$ cat config.mk
export PLATFORM = sky130hd
export DESIGN_NAME = prt_egress_scheduler_flat
export DESIGN_NICKNAME = d
export VERILOG_FILES = /design/src/rtl/prt_egress_scheduler_pkg.sv /design/src/rtl/prt_egress_scheduler_if.sv /design/src/rtl/prt_egress_scheduler_rr_arbiter.sv /design/src/rtl/prt_egress_scheduler.sv /design/src/flat_wrapper.sv
export SDC_FILE = /design/constraint.sdc
export NUM_CORES = 1
export LEC_CHECK = 0
export BUFFER_PORTS_ARGS = -buffer_cell sky130_fd_sc_hd__buf_4
export CORE_MARGIN = 2
export CORE_UTILIZATION = 52
export DETAILED_ROUTE_END_ITERATION = 7
export PLACE_DENSITY_LB_ADDON = 0.2
export SYNTH_ARGS = -nofsm -noshare
export SYNTH_HDL_FRONTEND = slang
export SYNTH_HIERARCHICAL = 1
export SYNTH_SLANG_ARGS = --single-unit
$ cat constraint.sdc
create_clock -name clk -period 2.6 [get_ports clk]
set_input_delay 0 -clock clk [delete_from_list [all_inputs] [get_ports clk]]
set_output_delay 0 -clock clk [all_outputs]
set_load 0.005 [all_outputs]
$ cat src/rtl/prt_egress_scheduler_pkg.sv
// Shared types and default sizing for the PRT egress scheduler.
// The packed byte type is the same layout the PRT uses on its read port.
package prt_pkg;
    localparam int TABLE_SIZE = 8;
    localparam int IDX_W      = $clog2(TABLE_SIZE);
    localparam int DATA_SIZE  = 8;
    localparam int NUM_PORTS  = 4;
    localparam int RD_TIMEOUT = 16;

    typedef enum logic [1:0] {IDLE, START, STREAM, FLUSH} sched_state_e;

    typedef struct packed {
        logic [DATA_SIZE-1:0] data_byte;
        logic                 is_last_byte;
    } prt_byte_t;
endpackage

$ cat src/rtl/prt_egress_scheduler_if.sv
// Bundle of every non-clock/reset signal of the egress scheduler.
// master = scheduler side, slave = PRT / egress port / frame-done side.
interface prt_egress_scheduler_if #(
    parameter int IDX_W     = prt_pkg::IDX_W,
    parameter int NUM_PORTS = prt_pkg::NUM_PORTS,
    parameter int DATA_SIZE = prt_pkg::DATA_SIZE
);
    logic                 done_valid;
    logic [IDX_W-1:0]     done_slot;
    logic                 prt_start_rd;
    logic [IDX_W-1:0]     prt_start_slot;
    logic                 prt_rd_en;
    logic                 prt_rd_valid;
    logic [DATA_SIZE-1:0] prt_rd_data;
    logic                 prt_rd_last;
    logic                 prt_inval_valid;
    logic [IDX_W-1:0]     prt_inval_slot;
    logic [NUM_PORTS-1:0] port_req;
    logic [NUM_PORTS-1:0] port_gnt;
    logic                 out_valid;
    logic [DATA_SIZE-1:0] out_data;
    logic                 out_last;
    logic                 out_ready;
    logic [IDX_W:0]       q_count;
    logic                 q_overflow;

    modport master (
        input  done_valid, done_slot, prt_rd_valid, prt_rd_data, prt_rd_last,
               port_req, out_ready,
        output prt_start_rd, prt_start_slot, prt_rd_en, prt_inval_valid,
               prt_inval_slot, port_gnt, out_valid, out_data, out_last,
               q_count, q_overflow
    );

    modport slave (
        output done_valid, done_slot, prt_rd_valid, prt_rd_data, prt_rd_last,
               port_req, out_ready,
        input  prt_start_rd, prt_start_slot, prt_rd_en, prt_inval_valid,
               prt_inval_slot, port_gnt, out_valid, out_data, out_last,
               q_count, q_overflow
    );
endinterface

$ cat src/rtl/prt_egress_scheduler_rr_arbiter.sv
// Combinational round-robin pick: first requester at or after ptr, wrapping.
module prt_rr_arbiter #(
    parameter int NUM_PORTS = 4,
    parameter int PW        = (NUM_PORTS > 1) ? $clog2(NUM_PORTS) : 1
) (
    input  logic [NUM_PORTS-1:0] req,
    input  logic [PW-1:0]        ptr,
    output logic [NUM_PORTS-1:0] gnt,
    output logic [PW-1:0]        idx
);
    logic          found;
    logic [PW-1:0] sel;
    int            pos;

    always_comb begin
        gnt   = '0;
        idx   = '0;
        found = 1'b0;
        sel   = '0;
        pos   = 0;
        for (int i = 0; i < NUM_PORTS; i++) begin
            pos = int'(ptr) + i;
            if (pos >= NUM_PORTS) pos = pos - NUM_PORTS;
            sel = PW'(pos);
            if (!found && req[sel]) begin
                found    = 1'b1;
                gnt[sel] = 1'b1;
                idx      = sel;
            end
        end
    end
endmodule

$ cat src/rtl/prt_egress_scheduler.sv
// PRT read-side sequencer: ready-slot FIFO, round-robin port grant,
// start/read handshake with timeout, and byte streaming to the granted port.
module prt_egress_scheduler #(
    parameter int TABLE_SIZE = prt_pkg::TABLE_SIZE,
    parameter int IDX_W      = prt_pkg::IDX_W,
    parameter int NUM_PORTS  = prt_pkg::NUM_PORTS,
    parameter int DATA_SIZE  = prt_pkg::DATA_SIZE,
    parameter int RD_TIMEOUT = prt_pkg::RD_TIMEOUT
) (
    input logic                    clk,
    input logic                    rst,
    prt_egress_scheduler_if.master bus
);
    import prt_pkg::*;

    localparam int PW = (NUM_PORTS > 1) ? $clog2(NUM_PORTS) : 1;
    localparam int TW = $clog2(RD_TIMEOUT + 1);
    localparam logic [IDX_W:0] Q_FULL = (IDX_W+1)'(TABLE_SIZE);

    sched_state_e state, state_d;

    logic [IDX_W-1:0] q_mem [TABLE_SIZE];
    logic [IDX_W-1:0] wr_ptr, rd_ptr;
    logic [IDX_W:0]   q_cnt;
    logic             q_full, q_pop, q_push, q_drop, q_ovf;

    logic [NUM_PORTS-1:0] arb_gnt, gnt;
    logic [PW-1:0]        arb_idx, gnt_idx, rr_ptr;
    logic [IDX_W-1:0]     cur_slot;

    logic          rd_pend, last_seen, aborted, tmo_hit, rd_take, xfer;
    logic          start_rd, rd_en;
    logic [TW-1:0] tmo_cnt;
    prt_byte_t     obuf;
    logic          obuf_v;

    logic             inval_v, hold_v;
    logic [IDX_W-1:0] inval_slot, hold_slot;

    function automatic logic [IDX_W-1:0] ptr_inc(input logic [IDX_W-1:0] p);
        return (p == IDX_W'(TABLE_SIZE - 1)) ? '0 : p + 1'b1;
    endfunction

    prt_rr_arbiter #(.NUM_PORTS(NUM_PORTS), .PW(PW)) u_arb (
        .req (bus.port_req),
        .ptr (rr_ptr),
        .gnt (arb_gnt),
        .idx (arb_idx)
    );

    assign q_full  = (q_cnt == Q_FULL);
    assign q_pop   = (state == IDLE) && (q_cnt != '0) && (|bus.port_req);
    assign q_push  = bus.done_valid && (!q_full || q_pop);
    assign q_drop  = bus.done_valid && q_full && !q_pop;
    assign xfer    = obuf_v && bus.out_ready;
    assign rd_take = bus.prt_rd_valid && rd_pend;
    assign tmo_hit = rd_pend && !bus.prt_rd_valid && (tmo_cnt == TW'(RD_TIMEOUT - 1));

    always_ff @(posedge clk or negedge rst) begin
        if (!rst) state <= IDLE;
        else      state <= state_d;
    end

    always_comb begin
        state_d  = state;
        start_rd = 1'b0;
        rd_en    = 1'b0;
        case (state)
            IDLE:   if (q_pop) state_d = START;
            START: begin
                start_rd = 1'b1;
                state_d  = STREAM;
            end
            STREAM: begin
                rd_en = !rd_pend && !last_seen && !aborted && (!obuf_v || bus.out_ready);
                if ((xfer && obuf.is_last_byte) || (aborted && !obuf_v))
                    state_d = FLUSH;
            end
            FLUSH:  state_d = IDLE;
            default: state_d = IDLE;
        endcase
    end

    // Slot storage needs no reset; occupancy is tracked by q_cnt.
    always_ff @(posedge clk) begin
        if (q_push) q_mem[wr_ptr] <= bus.done_slot;
    end

    always_ff @(posedge clk or negedge rst) begin
        if (!rst) begin
            wr_ptr <= '0;
            rd_ptr <= '0;
            q_cnt  <= '0;
            q_ovf  <= 1'b0;
        end else begin
            q_ovf <= q_drop;
            if (q_push) wr_ptr <= ptr_inc(wr_ptr);
            if (q_pop)  rd_ptr <= ptr_inc(rd_ptr);
            if (q_push && !q_pop)      q_cnt <= q_cnt + 1'b1;
            else if (!q_push && q_pop) q_cnt <= q_cnt - 1'b1;
        end
    end

    always_ff @(posedge clk or negedge rst) begin
        if (!rst) begin
            gnt      <= '0;
            gnt_idx  <= '0;
            rr_ptr   <= '0;
            cur_slot <= '0;
        end else begin
            if (q_pop) begin
                gnt      <= arb_gnt;
                gnt_idx  <= arb_idx;
                cur_slot <= q_mem[rd_ptr];
            end
            if (state == STREAM && state_d == FLUSH) gnt <= '0;
            if (state == FLUSH)
                rr_ptr <= (gnt_idx == PW'(NUM_PORTS - 1)) ? '0 : gnt_idx + 1'b1;
        end
    end

    // One outstanding read at a time; a timeout abandons the rest of the frame.
    always_ff @(posedge clk or negedge rst) begin
        if (!rst) begin
            rd_pend   <= 1'b0;
            last_seen <= 1'b0;
            aborted   <= 1'b0;
            tmo_cnt   <= '0;
            obuf      <= '0;
            obuf_v    <= 1'b0;
        end else if (state == START) begin
            rd_pend   <= 1'b0;
            last_seen <= 1'b0;
            aborted   <= 1'b0;
            obuf_v    <= 1'b0;
        end else begin
            if (rd_en) begin
                rd_pend <= 1'b1;
                tmo_cnt <= '0;
            end else if (rd_take) begin
                rd_pend <= 1'b0;
            end else if (tmo_hit) begin
                rd_pend <= 1'b0;
                aborted <= 1'b1;
            end else if (rd_pend) begin
                tmo_cnt <= tmo_cnt + 1'b1;
            end

            if (rd_take) begin
                obuf.data_byte    <= bus.prt_rd_data;
                obuf.is_last_byte <= bus.prt_rd_last;
                obuf_v            <= 1'b1;
                if (bus.prt_rd_last) last_seen <= 1'b1;
            end else if (xfer) begin
                obuf_v <= 1'b0;
            end else if (tmo_hit && obuf_v) begin
                obuf.is_last_byte <= 1'b1;
            end
        end
    end

    // Timeout invalidate wins; a colliding overflow invalidate waits in hold.
    always_ff @(posedge clk or negedge rst) begin
        if (!rst) begin
            inval_v    <= 1'b0;
            inval_slot <= '0;
            hold_v     <= 1'b0;
            hold_slot  <= '0;
        end else if (tmo_hit) begin
            inval_v    <= 1'b1;
            inval_slot <= cur_slot;
            if (q_drop) begin
                hold_v    <= 1'b1;
                hold_slot <= bus.done_slot;
            end
        end else if (hold_v) begin
            inval_v    <= 1'b1;
            inval_slot <= hold_slot;
            if (q_drop) hold_slot <= bus.done_slot;
            else        hold_v    <= 1'b0;
        end else if (q_drop) begin
            inval_v    <= 1'b1;
            inval_slot <= bus.done_slot;
        end else begin
            inval_v    <= 1'b0;
        end
    end

    assign bus.prt_start_rd    = start_rd;
    assign bus.prt_start_slot  = cur_slot;
    assign bus.prt_rd_en       = rd_en;
    assign bus.prt_inval_valid = inval_v;
    assign bus.prt_inval_slot  = inval_slot;
    assign bus.port_gnt        = gnt;
    assign bus.out_valid       = obuf_v;
    assign bus.out_data        = obuf.data_byte;
    assign bus.out_last        = obuf_v & obuf.is_last_byte;
    assign bus.q_count         = q_cnt;
    assign bus.q_overflow      = q_ovf;
endmodule

$ cat src/flat_wrapper.sv
// flat-port wrapper written by rule: the top's interface ports become plain ports
module prt_egress_scheduler_flat import prt_pkg::*;
#(
    parameter int TABLE_SIZE = prt_pkg::TABLE_SIZE,
    parameter int IDX_W      = prt_pkg::IDX_W,
    parameter int NUM_PORTS  = prt_pkg::NUM_PORTS,
    parameter int DATA_SIZE  = prt_pkg::DATA_SIZE,
    parameter int RD_TIMEOUT = prt_pkg::RD_TIMEOUT
)
  (clk, rst, bus_done_valid, bus_done_slot, bus_prt_rd_valid, bus_prt_rd_data, bus_prt_rd_last, bus_port_req, bus_out_ready, bus_prt_start_rd, bus_prt_start_slot, bus_prt_rd_en, bus_prt_inval_valid, bus_prt_inval_slot, bus_port_gnt, bus_out_valid, bus_out_data, bus_out_last, bus_q_count, bus_q_overflow);
  prt_egress_scheduler_if #(.IDX_W(IDX_W), .NUM_PORTS(NUM_PORTS), .DATA_SIZE(DATA_SIZE)) bus_i ();
  input logic clk;
  input logic rst;
  input wire logic [$bits(bus_i.done_valid)-1:0] bus_done_valid;
  input wire logic [$bits(bus_i.done_slot)-1:0] bus_done_slot;
  input wire logic [$bits(bus_i.prt_rd_valid)-1:0] bus_prt_rd_valid;
  input wire logic [$bits(bus_i.prt_rd_data)-1:0] bus_prt_rd_data;
  input wire logic [$bits(bus_i.prt_rd_last)-1:0] bus_prt_rd_last;
  input wire logic [$bits(bus_i.port_req)-1:0] bus_port_req;
  input wire logic [$bits(bus_i.out_ready)-1:0] bus_out_ready;
  output wire logic [$bits(bus_i.prt_start_rd)-1:0] bus_prt_start_rd;
  output wire logic [$bits(bus_i.prt_start_slot)-1:0] bus_prt_start_slot;
  output wire logic [$bits(bus_i.prt_rd_en)-1:0] bus_prt_rd_en;
  output wire logic [$bits(bus_i.prt_inval_valid)-1:0] bus_prt_inval_valid;
  output wire logic [$bits(bus_i.prt_inval_slot)-1:0] bus_prt_inval_slot;
  output wire logic [$bits(bus_i.port_gnt)-1:0] bus_port_gnt;
  output wire logic [$bits(bus_i.out_valid)-1:0] bus_out_valid;
  output wire logic [$bits(bus_i.out_data)-1:0] bus_out_data;
  output wire logic [$bits(bus_i.out_last)-1:0] bus_out_last;
  output wire logic [$bits(bus_i.q_count)-1:0] bus_q_count;
  output wire logic [$bits(bus_i.q_overflow)-1:0] bus_q_overflow;
  assign bus_i.done_valid = bus_done_valid;
  assign bus_i.done_slot = bus_done_slot;
  assign bus_i.prt_rd_valid = bus_prt_rd_valid;
  assign bus_i.prt_rd_data = bus_prt_rd_data;
  assign bus_i.prt_rd_last = bus_prt_rd_last;
  assign bus_i.port_req = bus_port_req;
  assign bus_i.out_ready = bus_out_ready;
  assign bus_prt_start_rd = bus_i.prt_start_rd;
  assign bus_prt_start_slot = bus_i.prt_start_slot;
  assign bus_prt_rd_en = bus_i.prt_rd_en;
  assign bus_prt_inval_valid = bus_i.prt_inval_valid;
  assign bus_prt_inval_slot = bus_i.prt_inval_slot;
  assign bus_port_gnt = bus_i.port_gnt;
  assign bus_out_valid = bus_i.out_valid;
  assign bus_out_data = bus_i.out_data;
  assign bus_out_last = bus_i.out_last;
  assign bus_q_count = bus_i.q_count;
  assign bus_q_overflow = bus_i.q_overflow;
  prt_egress_scheduler #(.TABLE_SIZE(TABLE_SIZE), .IDX_W(IDX_W), .NUM_PORTS(NUM_PORTS), .DATA_SIZE(DATA_SIZE), .RD_TIMEOUT(RD_TIMEOUT)) u_core (.clk(clk), .rst(rst), .bus(bus_i));
endmodule
==> out/qor.txt <==
DRT
--------------------------------------------------------------------------------------------------------
Detail-routed via count per cell                                                                    5.37
Vias post-DR                                                                                        2715
DRC Markers                                                                                            0
Wire per inst                                                                                    15.2 um
Count of antenna-violating nets left after detailed routing                                            0
Total wire length                                                                                7690 um
Violation count after the first detailed-routing iteration                                           110
First-pass DRT Iterations                                                                              4

LOGIC SYNTHESIS
--------------------------------------------------------------------------------------------------------
Most common cell in the synthesized netlist                                                 sky130_fd_sc_hd__nand2_1
Leading cell types by count after synthesis                                                 sky130_fd_sc_hd__nand2_1 (64), sky130_fd_sc_hd__dfrtp_1 (50), sky130_fd_sc_hd__edfxtp_1 (24)
Cell accounting for the most synthesized area                                               sky130_fd_sc_hd__dfrtp_1
Share of the synthesized area in compound gates (AO/OA/AOI/OAI)                                    10.9%
Simple-Gate Fraction of Synth Area                                                                 15.3%
Top post-synthesis cells by area                                                            sky130_fd_sc_hd__dfrtp_1 (32%), sky130_fd_sc_hd__edfxtp_1 (19%), sky130_fd_sc_hd__nand2_1 (6.2%)
Total nets after synthesis                                                                           386
Proportion of register bits with asynchronous set or reset after synthesis                         67.6%
Most used flip-flop cell after synthesis                                                    sky130_fd_sc_hd__dfrtp_1
Number of warnings printed during yosys synthesis                                                      6
Seq/Total Area, Yosys                                                                              50.9%
Multiplexer share of the synthesized area                                                          9.59%
Synth Cell Area                                                                              0.00387 mm2
Adder-Cell Fraction of Synth Area                                                                  6.91%
Combinational family with the most area after synthesis                                     simple AND/OR/NAND/NOR gates
Portion of synthesized cell area occupied by the leading cell type                                 32.3%
Syn avg cell area                                                                               11.2 um2
Post-synthesis register bit count                                                                     74
Cells after synthesis                                                                                345
Xor-xnor portion of the synthesized cell area                                                      1.13%
Number of enable flip-flop cells after synthesis                                                      24
Distinct cell type count of the synthesized netlist                                                   56

TIMING
--------------------------------------------------------------------------------------------------------
Setup_tns                                                                                           0 ns
Shortest clock period the worst path allows after layout                                         2.49 ns
Final critical-path share of the clock period                                                      95.7%
Final number of max-transition violations                                                              0
Max transition margin                                                                              53.9%
Final setup vio count                                                                                  0
Fin. Hold Viols                                                                                        0
Final hold slack                                                                                0.150 ns
Clock Skews                                                                                   0.00475 ns
Minimum setup slack in the final design                                                         0.111 ns
Actual slew at the worst max-slew pin                                                           0.685 ns
Upper clock frequency limit                                                                      402 MHz

CLOCKING
--------------------------------------------------------------------------------------------------------
Clock buffer depth                                                                                     2
Clock latency on the worst-skew pair                                                             0.35 ns
Root buffer cell                                                                            sky130_fd_sc_hd__clkbuf_8
Post-CTS clock slew at the launch and capture registers of the worst setup and hold paths        0.08 ns
Clock sink count                                                                                      74
CTS tree                                                                                             yes
Total number of H-tree levels                                                                          3
Num CTS Buffers                                                                                        9

CELLS AND AREA
--------------------------------------------------------------------------------------------------------
Filler Cells Inserted                                                                                585
Number of antenna cells inserted                                                                       0
Fraction of final layout cells sized beyond drive strength 1                                       25.8%
Syn-to-layout area delta                                                                           20.0%
Final core utilization                                                                             64.1%
Final net count                                                                                      443

PLACEMENT
--------------------------------------------------------------------------------------------------------
HPWL after detailed placement                                                                    5290 um
GPL Wtd Cong                                                                                       0.788
Port buffer count                                                                                     48
Setup WS pre-CTS                                                                             -0.00643 ns

POWER AND IR DROP
--------------------------------------------------------------------------------------------------------
Pwr/cell area                                                                                1090 mW/mm2
Peak VDD IR                                                                                     0.843 mV
Static leakage                                                                                   2.06 nW

GRT
--------------------------------------------------------------------------------------------------------
Vias in the first global route                                                                      2625
Wire length of the first global-routing pass                                                    12800 um
Pin count of the biggest net entering global routing                                                  51
Initial antenna violation count                                                                        0
Residual overflow from global routing                                                                  0
Overall global routing resource usage                                                              19.9%

DIE
--------------------------------------------------------------------------------------------------------
Chip height                                                                                      90.3 um
Initial Util                                                                                       53.4%
Die width                                                                                        90.3 um
DIE AREA                                                                                     0.00816 mm2
Core region area                                                                             0.00725 mm2
Boundary Pins                                                                                         49
Placement Rows                                                                                        31

SETUP PATH
--------------------------------------------------------------------------------------------------------
Sort of element at the start of the critical path                                               register
Required time of the critical path                                                               2.83 ns
Delay of the slowest critical-path stage                                                         0.41 ns
Worst Path Max Fanout                                                                                  5
Kind of end point of the critical path                                                          register
Worst-path cell chain                                                                       inv_1 -> ha_4 -> o41ai_2 -> a31o_1 -> inv_2 -> ha_4 -> inv_2 -> ha_1 -> a21o_1 -> a2111oi_4 -> o31ai_1
Start-to-end type of the worst setup path                                                        reg2reg
CP arrival                                                                                       2.71 ns
Slowest library cell on the worst path                                                      sky130_fd_sc_hd__dfrtp_1

RUN STATUS
--------------------------------------------------------------------------------------------------------
Outcome                                                                                     complete, no violations

HOLD PATH
--------------------------------------------------------------------------------------------------------
Hold Crit Class                                                                                   in2reg

JOB
--------------------------------------------------------------------------------------------------------
Reported max-cap violation count                                                                       0

per-stage QoR:
step,total power (W),area [um2],cells
after floorplan,0.00342,3880,345
after global placement,0.00401,4260,474
after detailed placement,0.00407,4260,474
after CTS,0.00497,4600,505
after global routing,0.00545,4650,506
final,0.00506,4650,506
metal layers:
| layer | GRT usage (%) | vias up | share of wire (%) | wire length (um) |
|---|---|---|---|---|
| li1 | - | 1338 | - | - |
| met1 | 27.4 | 1323 | 47 | 3620 |
| met2 | 31.5 | 47 | 48 | 3700 |
| met3 | 4.76 | 7 | 3.6 | 276 |
| met4 | 6.54 | 0 | 1.3 | 101 |
| met5 | 0 | - | 0 | 0 |
layout make-up:
class	instances	area, um2	area share (%)
inverter	14	52.6	1.13
sequential	74	1970	42.4
multi-input combinational	233	1750	37.7
clock buffer	10	128	2.74
clock inverter	6	58.8	1.26
tap	99	124	2.66
timing repair buffer	70	563	12.1
cell families after synthesis:
| family | Yosys count |
|---|---|
| muxes | 24 |
| DFF | 74 |
| adders and majority gates | 21 |
| xor gates and xnor gates | 5 |
| AOI/OAI and AO/OA | 61 |
| and+or+nand+nor | 122 |
| buffers and inverters | 38 |
critical path, delay by kind of cell (launching register included):
family / cells / cell delay, ns
adders and majority gates: 3 / 0.60
DFF: 1 / 0.41
buffers and inverters: 3 / 0.28
AOI/OAI and AO/OA: 5 / 1.07
cells in the final DEF, fill, tap and decap left out, drive strengths merged, types with 2 or more instances in the layout:
cell type | Yosys | routed
nand2 | 64 | 64
buf | 18 | 55
dfrtp | 50 | 50
edfxtp | 24 | 24
o21ai | 22 | 22
ha | 19 | 19
dlygate4sd3 | 0 | 15
nor2 | 14 | 14
inv | 14 | 14
a21oi | 13 | 13
nor3 | 11 | 11
clkbuf | 6 | 10
mux2i | 9 | 9
mux4 | 9 | 9
nand2b | 8 | 8
mux2 | 6 | 6
nand3b | 5 | 5
a32o | 5 | 5
a221o | 4 | 4
and3b | 3 | 3
a21o | 3 | 3
xnor2 | 3 | 3
clkinv | 0 | 3
clkinvlp | 0 | 2
nand3 | 2 | 2
o22ai | 2 | 2
nand4 | 2 | 2
or3 | 2 | 2
xor2 | 2 | 2
o31ai | 2 | 2
nor3b | 2 | 2
a31oi | 2 | 2
or2 | 2 | 2
sequential cells by signal, indices dropped and copies added (netlist names), 4 cells and up:
name / count
u_core/bus.out_data: 8
u_core/bus.port_gnt: 4
u_core/bus.q_count: 4
u_core/q_mem: 24
u_core/tmo_cnt: 5
power by group:
| part | switching, W | leakage [nW] | total, W | internal [W] |
|---|---|---|---|---|
| clock network | 0.000420 | 0.0897 | 0.000856 | 0.000437 |
| registers | 0.000320 | 0.859 | 0.00187 | 0.00155 |
| logic | 0.00117 | 1.11 | 0.00234 | 0.00116 |
| total | 0.00191 | 2.06 | 0.00506 | 0.00315 |
path summary, 6_finish.rpt:
path                                         from                endpoint  slack (ns)  cells past startpoint
hold reg to reg            u_core/bus.out_data[2]  u_core/bus.out_data[2]        0.49                      2
max in group asynchronous                     rst       u_core/gnt_idx[1]        1.94                      2
setup reg to reg                  u_core/state[1]   u_core/bus.q_count[3]        0.11                     11
setup / recovery                  u_core/state[1]   u_core/bus.q_count[3]        0.11                     11
min in group asynchronous                     rst  u_core/bus.out_data[0]        0.23                      2
hold / removal                     bus_done_valid        u_core/wr_ptr[2]        0.15                      6
repair_timing:
action / in CTS / in global routing
hold endpoints to repair: 89 / 0
buffers inserted: 0 / 1
setup endpoints to repair: 1 / 1
hold buffers: 15 / 0
gates resized for setup: 1 / 5
(Power assumes the default switching activity.)
